--- src/rtl/vga_sync_gen.sv ---
`default_nettype none
// ============================================================================
// Module      : vga_sync_gen
// Description : 640x480 @ 60 Hz VGA timing generator. Divides the system
//               clock down to the pixel rate, walks the x/y raster counters,
//               and produces registered active-low hsync/vsync together with
//               video_on, a pixel strobe and an end-of-frame strobe.
// Revision    : 1.0 - initial release
// ============================================================================
module vga_sync_gen #(
    parameter int CLK_DIV   = 4,
    parameter int H_DISPLAY = 640,
    parameter int H_FRONT   = 16,
    parameter int H_SYNC    = 96,
    parameter int H_BACK    = 48,
    parameter int V_DISPLAY = 480,
    parameter int V_FRONT   = 10,
    parameter int V_SYNC    = 2,
    parameter int V_BACK    = 33
) (
    input  logic       clk,
    input  logic       reset_n,
    output logic       hsync,
    output logic       vsync,
    output logic       video_on,
    output logic       p_tick,
    output logic       frame_tick,
    output logic [9:0] x,
    output logic [9:0] y
);

    localparam int c_h_total = H_DISPLAY + H_FRONT + H_SYNC + H_BACK;
    localparam int c_v_total = V_DISPLAY + V_FRONT + V_SYNC + V_BACK;

    // A divide-by-one still needs a one-bit counter that simply stays at zero.
    localparam int c_div_w = (CLK_DIV > 1) ? $clog2(CLK_DIV) : 1;

    localparam logic [c_div_w-1:0] c_div_last = c_div_w'(CLK_DIV - 1);
    localparam logic [9:0] c_h_last   = 10'(c_h_total - 1);
    localparam logic [9:0] c_v_last   = 10'(c_v_total - 1);
    localparam logic [9:0] c_h_disp   = 10'(H_DISPLAY);
    localparam logic [9:0] c_v_disp   = 10'(V_DISPLAY);
    localparam logic [9:0] c_hs_first = 10'(H_DISPLAY + H_FRONT);
    localparam logic [9:0] c_hs_last  = 10'(H_DISPLAY + H_FRONT + H_SYNC - 1);
    localparam logic [9:0] c_vs_first = 10'(V_DISPLAY + V_FRONT);
    localparam logic [9:0] c_vs_last  = 10'(V_DISPLAY + V_FRONT + V_SYNC - 1);

    logic [c_div_w-1:0] r_div_cnt;
    logic [9:0]         r_x;
    logic [9:0]         r_y;
    logic               r_hsync;
    logic               r_vsync;
    logic               w_p_tick;
    logic               w_line_end;
    logic [9:0]         w_x_next;
    logic [9:0]         w_y_next;

    // The pixel strobe is decoded straight from the divider register.
    assign w_p_tick   = (r_div_cnt == c_div_last);
    assign w_line_end = w_p_tick && (r_x == c_h_last);

    // Pixel-rate divider: free-running 0..CLK_DIV-1.
    always_ff @(posedge clk or negedge reset_n) begin
        if (!reset_n) begin
            r_div_cnt <= '0;
        end else if (r_div_cnt == c_div_last) begin
            r_div_cnt <= '0;
        end else begin
            r_div_cnt <= r_div_cnt + 1'b1;
        end
    end

    // Next raster position; the sync decode looks at these so that the sync
    // outputs change on the same edge as the coordinates they describe.
    always_comb begin
        w_x_next = r_x;
        w_y_next = r_y;
        if (w_p_tick) begin
            w_x_next = (r_x == c_h_last) ? 10'd0 : r_x + 10'd1;
        end
        if (w_line_end) begin
            w_y_next = (r_y == c_v_last) ? 10'd0 : r_y + 10'd1;
        end
    end

    // Raster counters.
    always_ff @(posedge clk or negedge reset_n) begin
        if (!reset_n) begin
            r_x <= 10'd0;
            r_y <= 10'd0;
        end else begin
            r_x <= w_x_next;
            r_y <= w_y_next;
        end
    end

    // Registered active-low sync pulses decoded from the next-state position.
    always_ff @(posedge clk or negedge reset_n) begin
        if (!reset_n) begin
            r_hsync <= 1'b1;
            r_vsync <= 1'b1;
        end else begin
            r_hsync <= !((w_x_next >= c_hs_first) && (w_x_next <= c_hs_last));
            r_vsync <= !((w_y_next >= c_vs_first) && (w_y_next <= c_vs_last));
        end
    end

    assign hsync      = r_hsync;
    assign vsync      = r_vsync;
    assign x          = r_x;
    assign y          = r_y;
    assign p_tick     = w_p_tick;
    assign video_on   = (r_x < c_h_disp) && (r_y < c_v_disp);
    assign frame_tick = w_line_end && (r_y == c_v_last);

endmodule
`default_nettype wire

--- config.mk ---
export PLATFORM = sky130hd
export DESIGN_NAME = vga_sync_gen
export DESIGN_NICKNAME = d
export VERILOG_FILES = /design/src/rtl/vga_sync_gen.sv
export SDC_FILE = /design/constraint.sdc
export NUM_CORES = 1
export LEC_CHECK = 0
export BUFFER_PORTS_ARGS = -buffer_cell sky130_fd_sc_hd__buf_4
export CELL_PAD_IN_SITES_DETAIL_PLACEMENT = 1
export CELL_PAD_IN_SITES_GLOBAL_PLACEMENT = 1
export CORE_MARGIN = 2
export CORE_UTILIZATION = 45
export CTS_CLUSTER_SIZE = 12
export DETAILED_ROUTE_END_ITERATION = 8
export PLACE_DENSITY_LB_ADDON = 0.1
export SYNTH_ARGS = -nofsm -noshare
export SYNTH_HDL_FRONTEND = slang
export SYNTH_SLANG_ARGS = --single-unit
--- constraint.sdc ---
create_clock -name clk -period 4.8 [get_ports clk]
set_clock_uncertainty 0.05 [all_clocks]
set_input_delay 1.44 -clock clk [delete_from_list [all_inputs] [get_ports clk]]
set_output_delay 1.44 -clock clk [all_outputs]
set_load 0.02 [all_outputs]
== Yosys cells after proc, flatten, opt, wreduce, memory -nomap -nowiden ==
Cells that the tools add are included.

* $add $sub $neg: 3
* Magnitude comparators: 6
* Eq/ne operators: 3
* Multiplexer cells: 5
* Reductions and logical operators: 7

{| class="wikitable"
|+ Operators with widths
! kind !! number
|-
| $mux 10 || 4
|-
| $add 10x1->10 const B || 2
|-
| $eq 10x10->1 const B || 2
|-
| $ge 10x10->1 const B || 1
|-
| $ge 10x9->1 const B || 1
|-
| $le 10x10->1 const B || 1
|-
| $le 10x9->1 const B || 1
|-
| $lt 10x10->1 const B || 1
|-
| $lt 10x9->1 const B || 1
|-
| $logic_and 1x1->1 || 5
|-
| $add 2x1->2 const B || 1
|-
| $eq 2x2->1 const B || 1
|-
| $logic_not 1->1 || 2
|-
| $mux 2 || 1
|}

* Flip-flop bits (word level): 24
* Bits of input ports: 2
* Output and inout port bits: 25

== Longest topological paths before layout ==
Gate-level depths: netlist of run 1.

* Word-level depth: 6
* Gate-level depth with buffers: 8
* Depth with buffers taken out: 7

== Worst setup path before layout of run 1 ==
OpenSTA, ideal clock, no wires.

* Path kind: reg2out
* Start point: register r_x[0] (netlist: x[0])
* End point: output frame_tick
* Arrival time: 1.882 ns
* Data required time: 3.310 ns
* Path slack: 1.428 ns
* Stages on the path, launching flop included: 6
* Path buffers: 1
* Cell sequence: dfrtp_1 -> ha_1 -> nand4_4 -> or4_4 -> buf_6 -> nor2_1

* Longest elaborated chain between the ends: 3

{| class="wikitable"
|+ Ends and longest elaborated chain
! item !! line !! RTL
|-
| start, declared || 49 || <nowiki>logic [9:0] r_x;</nowiki>
|-
| start signal, assigned || 92 || <nowiki>r_x <= w_x_next;</nowiki>
|-
| $eq 10x10->1 || 60 || <nowiki>assign w_line_end = w_p_tick && (r_x == c_h_last);</nowiki>
|-
| $logic_and 1x1->1 || 60 ||
|-
| $logic_and 1x1->1 || 114 || <nowiki>assign frame_tick = w_line_end && (r_y == c_v_last);</nowiki>
|-
| end, declared || 27 || <nowiki>output logic frame_tick,</nowiki>
|}

No other way between the ends.

== Worst setup path in the final report of run 1 ==
* Start point: register r_div_cnt[0]
* End point: output frame_tick

* Longest elaborated chain between the ends: 3

{| class="wikitable"
|+ Ends and longest elaborated chain
! item !! line !! RTL
|-
| start, declared || 48 || <nowiki>logic [c_div_w-1:0] r_div_cnt;</nowiki>
|-
| start signal, assigned || 69 || <nowiki>r_div_cnt <= r_div_cnt + 1'b1;</nowiki>
|-
| $eq 2x2->1 || 59 || <nowiki>assign w_p_tick = (r_div_cnt == c_div_last);</nowiki>
|-
| $logic_and 1x1->1 || 60 ||
|-
| $logic_and 1x1->1 || 114 ||
|}

No other way between the ends.

==> results of run 1 <==
==> per-layer routing <==
layer	global-route usage, %	up-vias
li1	-	582
met5	0	-
met1	27.0	624
met3	2.99	5
met2	37.6	27
met4	7.45	0
==> through the flow <==
step	util, %	total power (W)
after detailed placement	53.3	0.000211
after CTS	54.5	0.000321
after floorplan	-	0.000206
final	54.5	0.000316
after global routing	54.5	0.000331
after global placement	53.3	0.000211
==> flip-flops by register name (all words and copies together), names as in the netlist <==
| signal | flops |
|---|---|
| x | 10 |
| y | 10 |
| vsync | 1 |
| hsync | 1 |
| r_div_cnt | 2 |
==> cell type report <==
| class | count | area [µm²] | share of cell area, % |
|---|---|---|---|
| clock buffers | 4 | 36.3 | 2.18 |
| inverters | 10 | 37.5 | 2.26 |
| multi-input cells | 105 | 736 | 44.2 |
| flip-flops and latches | 24 | 603 | 36.3 |
| well taps | 44 | 55.1 | 3.31 |
| repair buffers | 26 | 195 | 11.7 |
==> how the worst max path moves through the flow <==
stage | endpoint | slack, ps | cells past startpoint
after detailed placement | frame_tick | 1490 | 5
after global placement | frame_tick | 1550 | 5
final | frame_tick | 1140 | 5
after floorplan | frame_tick | 1430 | 5
after global routing | frame_tick | 980 | 5
after CTS | frame_tick | 1110 | 5
==> cells by family (layout without fill, tap and decap cells) <==
logic type      Yosys count  in the layout  synth area share [%]
mux                       1              1                 0.697
flops                    24             24                  42.0
compound gates           27             27                  13.8
simple gates             63             63                  27.2
fa+ha+maj                 4              4                  3.48
buf+inv                  16             40                  6.79
xor+xnor                 10             10                  6.10
==> power groups by stage <==
stage / clock, W / sequential [W] / combinational, W
floorplan: 0 / 0.000206 / 0.000000000245
global placement: 0 / 0.000206 / 0.00000453
detailed placement: 0 / 0.000206 / 0.00000485
CTS: 0.000114 / 0.000202 / 0.00000487
global route: 0.000123 / 0.000202 / 0.00000513
finish: 0.000109 / 0.000202 / 0.00000431
==> cells in the final DEF, fill, tap and decap left out, drive strengths merged <==
master,n
a211oi,1
and2,1
or3,2
nand3,10
a21boi,2
nor3,6
o31ai,2
a21o,2
dfstp,2
nand4,8
nand2,12
xnor2,5
o2111ai,1
o2bb2ai,2
nor3b,3
ha,4
nor4,5
nor2,6
or4,1
dfrtp,22
o211ai,2
a41oi,1
or3b,1
a2bb2oi,1
inv,10
nand4bb,1
nor2b,1
or2,1
clkbuf,4
mux2i,1
o21a,4
xor2,5
a32o,1
and4,3
and4bb,1
buf,26
nand4b,1
o41ai,1
o21ai,7
==> results.toml, run 1 <==
[run_status]
status = "finished clean"

[logic_synthesis]
async_flop_share_pct = 100
syn_area_per_cell_um2 = 9.91
yosysMostFrequentCell = "dfrtp_1"
synth_common_cells = "dfrtp_1 (22), nand2_1 (12), inv_1 (10), nand3_1 (10)"
synth-edff-count = 0
synth_top_area_share_pct = 38.3
ys_types = 44
syn_area_um2 = 1440
syn-instance-count = 145
ys_seq_area_share_pct = 42.0
synth_area_leader_cell = "dfrtp_1"
synth_nets = 151
ys_top_cells_by_area = "dfrtp_1 (38%), dfstp_2 (3.7%), ha_1 (3.5%)"
ys.flop_type = "dfrtp_1"
yosys_warnings = 0
synth-seq-cells = 24

[die]
start_util_pct = 47.0
die_y_um = 60.5
die_area_um2 = 3660
core_area_um2 = 3050
rows = 20
dieWidth_um = 60.5
ios = 27

[sta]
setup_tns_ps = 0
period_minus_slack_ps = 3660
tightest_slew_ps = 933
whs_ps = 392
hold_viol_final = 0
slew_headroom_pct = 37.3
fin_crit_sh_pct = 76.2
max_freq_ghz = 0.273
finalSetupViolCount = 0
timing.final.ws_setup_ps = 1140
drv_slew = 0
rsz0062_at_grt = "false"

[critical_path]
crit_chain = "ha_1 > inv_1 > or4_4 > nor2_1 > buf_4"
critical_path_class = "flip-flop to output pin"
slowest_stage = "or4_4"
rr_worst_depth = 6
worstPathRequired_ps = 3310
rrSetupSlack_ps = 2190
timing.rr.end = "vsync"
cp_max_fo = 11
worstPathArrival_ps = 2170
r2r_start = "r_div_cnt[0]"
cp_top_family = "simple AND/OR/NAND/NOR gates"
critPathCaptureType = "output pin"
worst-path-buf-inv = 2
cp-start-kind = "flip-flop"
critPathMaxStageDelay_ps = 630
crit_start = "r_div_cnt[0]"

[finish]
nNetsFinal = 176
area_growth_pct = 15.8
drive_gt1_share_pct = 24.9
final_area_um2 = 1660
diodes = 0
instances_no_fill = 213
fillers = 383

[placement]
dp_slack_ps = 1490
dp_cells = 209
gp_congestion = 0.794
place_hpwl_um = 2670
dpl_cell_area_um2 = 1630
port_buffers = 26

[clocking]
clk_latency_ps = 320
holdBufCountCts = 0
cts.repair.resized = 0
numCtsBuffers = 3
htreeDepth = 1
cts_buffer_depth = 2
post_cts_buffers = 0
cts-root-buf = "clkbuf_4"
cts_sinks = 24
cts_tree = "built"
cts.clk_slew.worst_paths_ps = 130

[hold_path]
min_path_cells = 1
hp-start = "r_div_cnt[0]"
min_to = "r_div_cnt[0]"
hp-class = "flip-flop to flip-flop"

[detailed_routing]
avgRoutedWirePerCell_um = 16.7
routed_wl_um = 3560
drc = 0
first_pass_iters = 4
antenna_left = 0
routed.top_layer = "met4"
wl_met3_um = 132
vias_per_cell = 5.81
first_iter_violations = 38
wl_met2_um = 1810
vias = 1238
wl_met1_um = 1560

[global_routing]
grt_pass1_wl_um = 5810
grt_pass1_vias = 1189
grt-ovfl-total = 0
grt_usage_pct = 21.4
antenna_found_initial = 0
grt_start_max_net_pins = 25

[power]
p_per_area_nw_per_um2 = 190
p_seq_share_pct = 64.1
p_sw_w = 0.0000664
ir_drop_mv = 0.0812
comb_power_share_pct = 1.4
swShare_pct = 21.0
p_leak_nw = 0.685
p_clk_share_pct = 34.6
p_int_w = 0.000249

[job]
drv_cap = 0
Note: power is estimated with default switching activity, not from simulation.
==> run 2: changes to the inputs <==
Settings changed: ABC_AREA set to 1, CORE_UTILIZATION 45 to 36.
Clock period 4.8 ns to 3.1 ns, I/O delays scaled along.
==> run 2 against run 1 <==
Against the previous run:
- clock power up 100%
- count of clock-buffer cells in the layout unchanged
- non-clock buffer count unchanged
- first-iteration DRC count unchanged
- wire length up 5.3%
- core utilization down 9.8 points
- synthesized area up 5.1%
- combinational power up 64%
- sequential cell count unchanged
- synthesized cell count up 33%
- die area up 29%
==> results.toml, run 2 <==
[run_status]
status = "finished clean"

[detailed_routing]
vias = 1315
vias_per_cell = 4.85
antenna_left = 0
routed_wl_um = 3750
first_iter_violations = 38
first_pass_iters = 4
avgRoutedWirePerCell_um = 13.8
drc = 0

[power]
p_clk_share_pct = 41.0
swShare_pct = 21.1
p_leak_nw = 1.02
ir_drop_mv = 0.122
p_per_area_nw_per_um2 = 301
comb_power_share_pct = 1.3
p_seq_share_pct = 57.7
p_int_w = 0.000428
p_sw_w = 0.000115

[sta]
tightest_slew_ps = 466
max_freq_ghz = 0.372
timing.final.ws_setup_ps = 410
slew_headroom_pct = 68.2
setup_tns_ps = 0
hold_viol_final = 0
drv_slew = 0
finalSetupViolCount = 0
fin_crit_sh_pct = 86.8
period_minus_slack_ps = 2690
rsz0062_at_grt = "false"

[die]
die_y_um = 68.7
dieWidth_um = 68.7
core_area_um2 = 4030
start_util_pct = 37.5
rows = 23
ios = 27
die_area_um2 = 4730

[global_routing]
grt_pass1_wl_um = 6370
grt_start_max_net_pins = 25
grt_pass1_vias = 1328
grt_usage_pct = 18.6
grt-ovfl-total = 0
antenna_found_initial = 0

[hold_path]
hp-class = "flip-flop to flip-flop"
min_path_cells = 1

[logic_synthesis]
synth_xor_area_share_pct = 3.48
synth_compound_area_share_pct = 4.06
synth_common_cells = "nand2_1 (56), inv_1 (30), dfrtp_1 (22), nor2_1 (19), nand3_1 (18)"
synth-simple-area-share_pct = 39.3
yosysMostFrequentCell = "nand2_1"
ys_top_cells_by_area = "dfrtp_1 (36%), nand2_1 (14%), inv_1 (7.5%)"
ys_types = 30
syn_area_um2 = 1510
synth_top_area_share_pct = 36.5
synth-seq-cells = 24
yosys_warnings = 0
syn-instance-count = 193
synth_mux_area_share_pct = 0
synth_top_family_by_area = "simple AND/OR/NAND/NOR gates"
ys.flop_type = "dfrtp_1"
synthAdderAreaFrac_pct = 3.32
syn_area_per_cell_um2 = 7.82
synth-edff-count = 0
synth_area_leader_cell = "dfrtp_1"
ys_seq_area_share_pct = 40.0
async_flop_share_pct = 100
synth_nets = 199

[finish]
layout_common_cells = "nand2_1 (56), inv_1 (30), buf_4 (26)"
final_common_cell = "nand2_1"
diodes = 0
fillers = 520
nNetsFinal = 228
drive_gt1_share_pct = 22.6
instances_no_fill = 271
area_growth_pct = 19.2

[clocking]
cts.clk_slew.worst_paths_ps = 90
post_cts_buffers = 0
htreeDepth = 1
clk_latency_ps = 280
cts.repair.resized = 0
cts_tree = "built"
cts-root-buf = "clkbuf_8"
cts_buffer_depth = 2
numCtsBuffers = 3
holdBufCountCts = 0
cts_sinks = 24

[critical_path]
worstPathArrival_ps = 1710
cp_max_fo = 4
cp_common_cell = "inv_1"
slowest_stage = "dfrtp_1"
critPathMaxStageDelay_ps = 400
crit_chain = "ha_1 > nand2_4 > nor2_8 > nand4_1 > inv_1 > nand2_1 > inv_1 > buf_4"
critical_path_class = "flip-flop to output pin"
critPathCaptureType = "output pin"
rr_worst_depth = 8
worstPathRequired_ps = 2120
cp-start-kind = "flip-flop"

[placement]
port_buffers = 26
place_hpwl_um = 2960
dp_slack_ps = 699
dp_cells = 267
gp_congestion = 0.864

[job]
drv_cap = 0
## run 2: changes by cell type in the layout (fill, tap and decap cells not counted), moves of 4 or more
| cell | change |
|---|---|
| nand2_1 | +44 |
| inv_1 | +20 |
| nor2_1 | +13 |
| nand3_1 | +8 |
| nor3_1 | -5 |
| o21ai_0 | -5 |
| nand2_2 | +4 |
| nor4_1 | -4 |
| xnor2_1 | -4 |
## run 2: worst paths after layout
kind	start	end	slack [ps]
setup / recovery	x[1]	frame_tick	410
hold / removal	r_div_cnt[0]	r_div_cnt[0]	380
setup reg to reg	r_div_cnt[0]	hsync	1190
hold reg to reg	r_div_cnt[0]	r_div_cnt[0]	380
max in group asynchronous	reset_n	vsync	2210
min in group asynchronous	reset_n	x[9]	490
## run 2: power by group through the flow
stage | Combinational, W | Clock [W] | Sequential, W
final | 0.00000705 | 0.000222 | 0.000313
after global routing | 0.00000851 | 0.000245 | 0.000313
after CTS | 0.00000779 | 0.000235 | 0.000313
after detailed placement | 0.00000781 | 0 | 0.000319
after global placement | 0.00000741 | 0 | 0.000319
after floorplan | 0.000000000550 | 0 | 0.000319
## run 2: stage by stage
step / hold WS (ps) / power (W) / cell area (µm²) / utilization, %
4_1_cts: 385 / 0.000556 / 1800 / 44.7
3_3_place_gp: 365 / 0.000326 / 1740 / 43.3
6_report: 379 / 0.000542 / 1800 / 44.7
2_1_floorplan: 353 / 0.000319 / 1510 / -
5_1_grt: 403 / 0.000566 / 1800 / 44.7
3_5_place_dp: 372 / 0.000327 / 1740 / 43.3
## run 2: kinds of logic after synthesis
family          after synthesis
fa+ha+maj                     4
compound gates               10
flops                        24
xor+xnor                      6
simple gates                114
buf+inv                      35
## run 2: critical path: cells and delay by family (launching register included)
family,cells,cell delay [ps]
adders and majority gates,1,230
DFF,1,400
buffers and inverters,3,300
and+or+nand+nor,4,510
## run 2: area by class of cell
class,count,area (µm²),area share [%]
inverters,33,126,7.02
multi-input cells,134,757,42.1
repair buffers,26,195,10.8
flip-flops and latches,24,603,33.5
well taps,50,62.6,3.48
clock buffers,4,55.1,3.06
## run 2: layer usage
layer	vias to the layer above	global-route usage (%)	routed length [µm]	part of all wire (%)
li1	656	-	-	-
met1	634	25.9	1870	50
met2	20	27.9	1680	45
met3	5	3.57	121	3.2
met4	0	8.09	76	2.0
met5	-	0	0	0
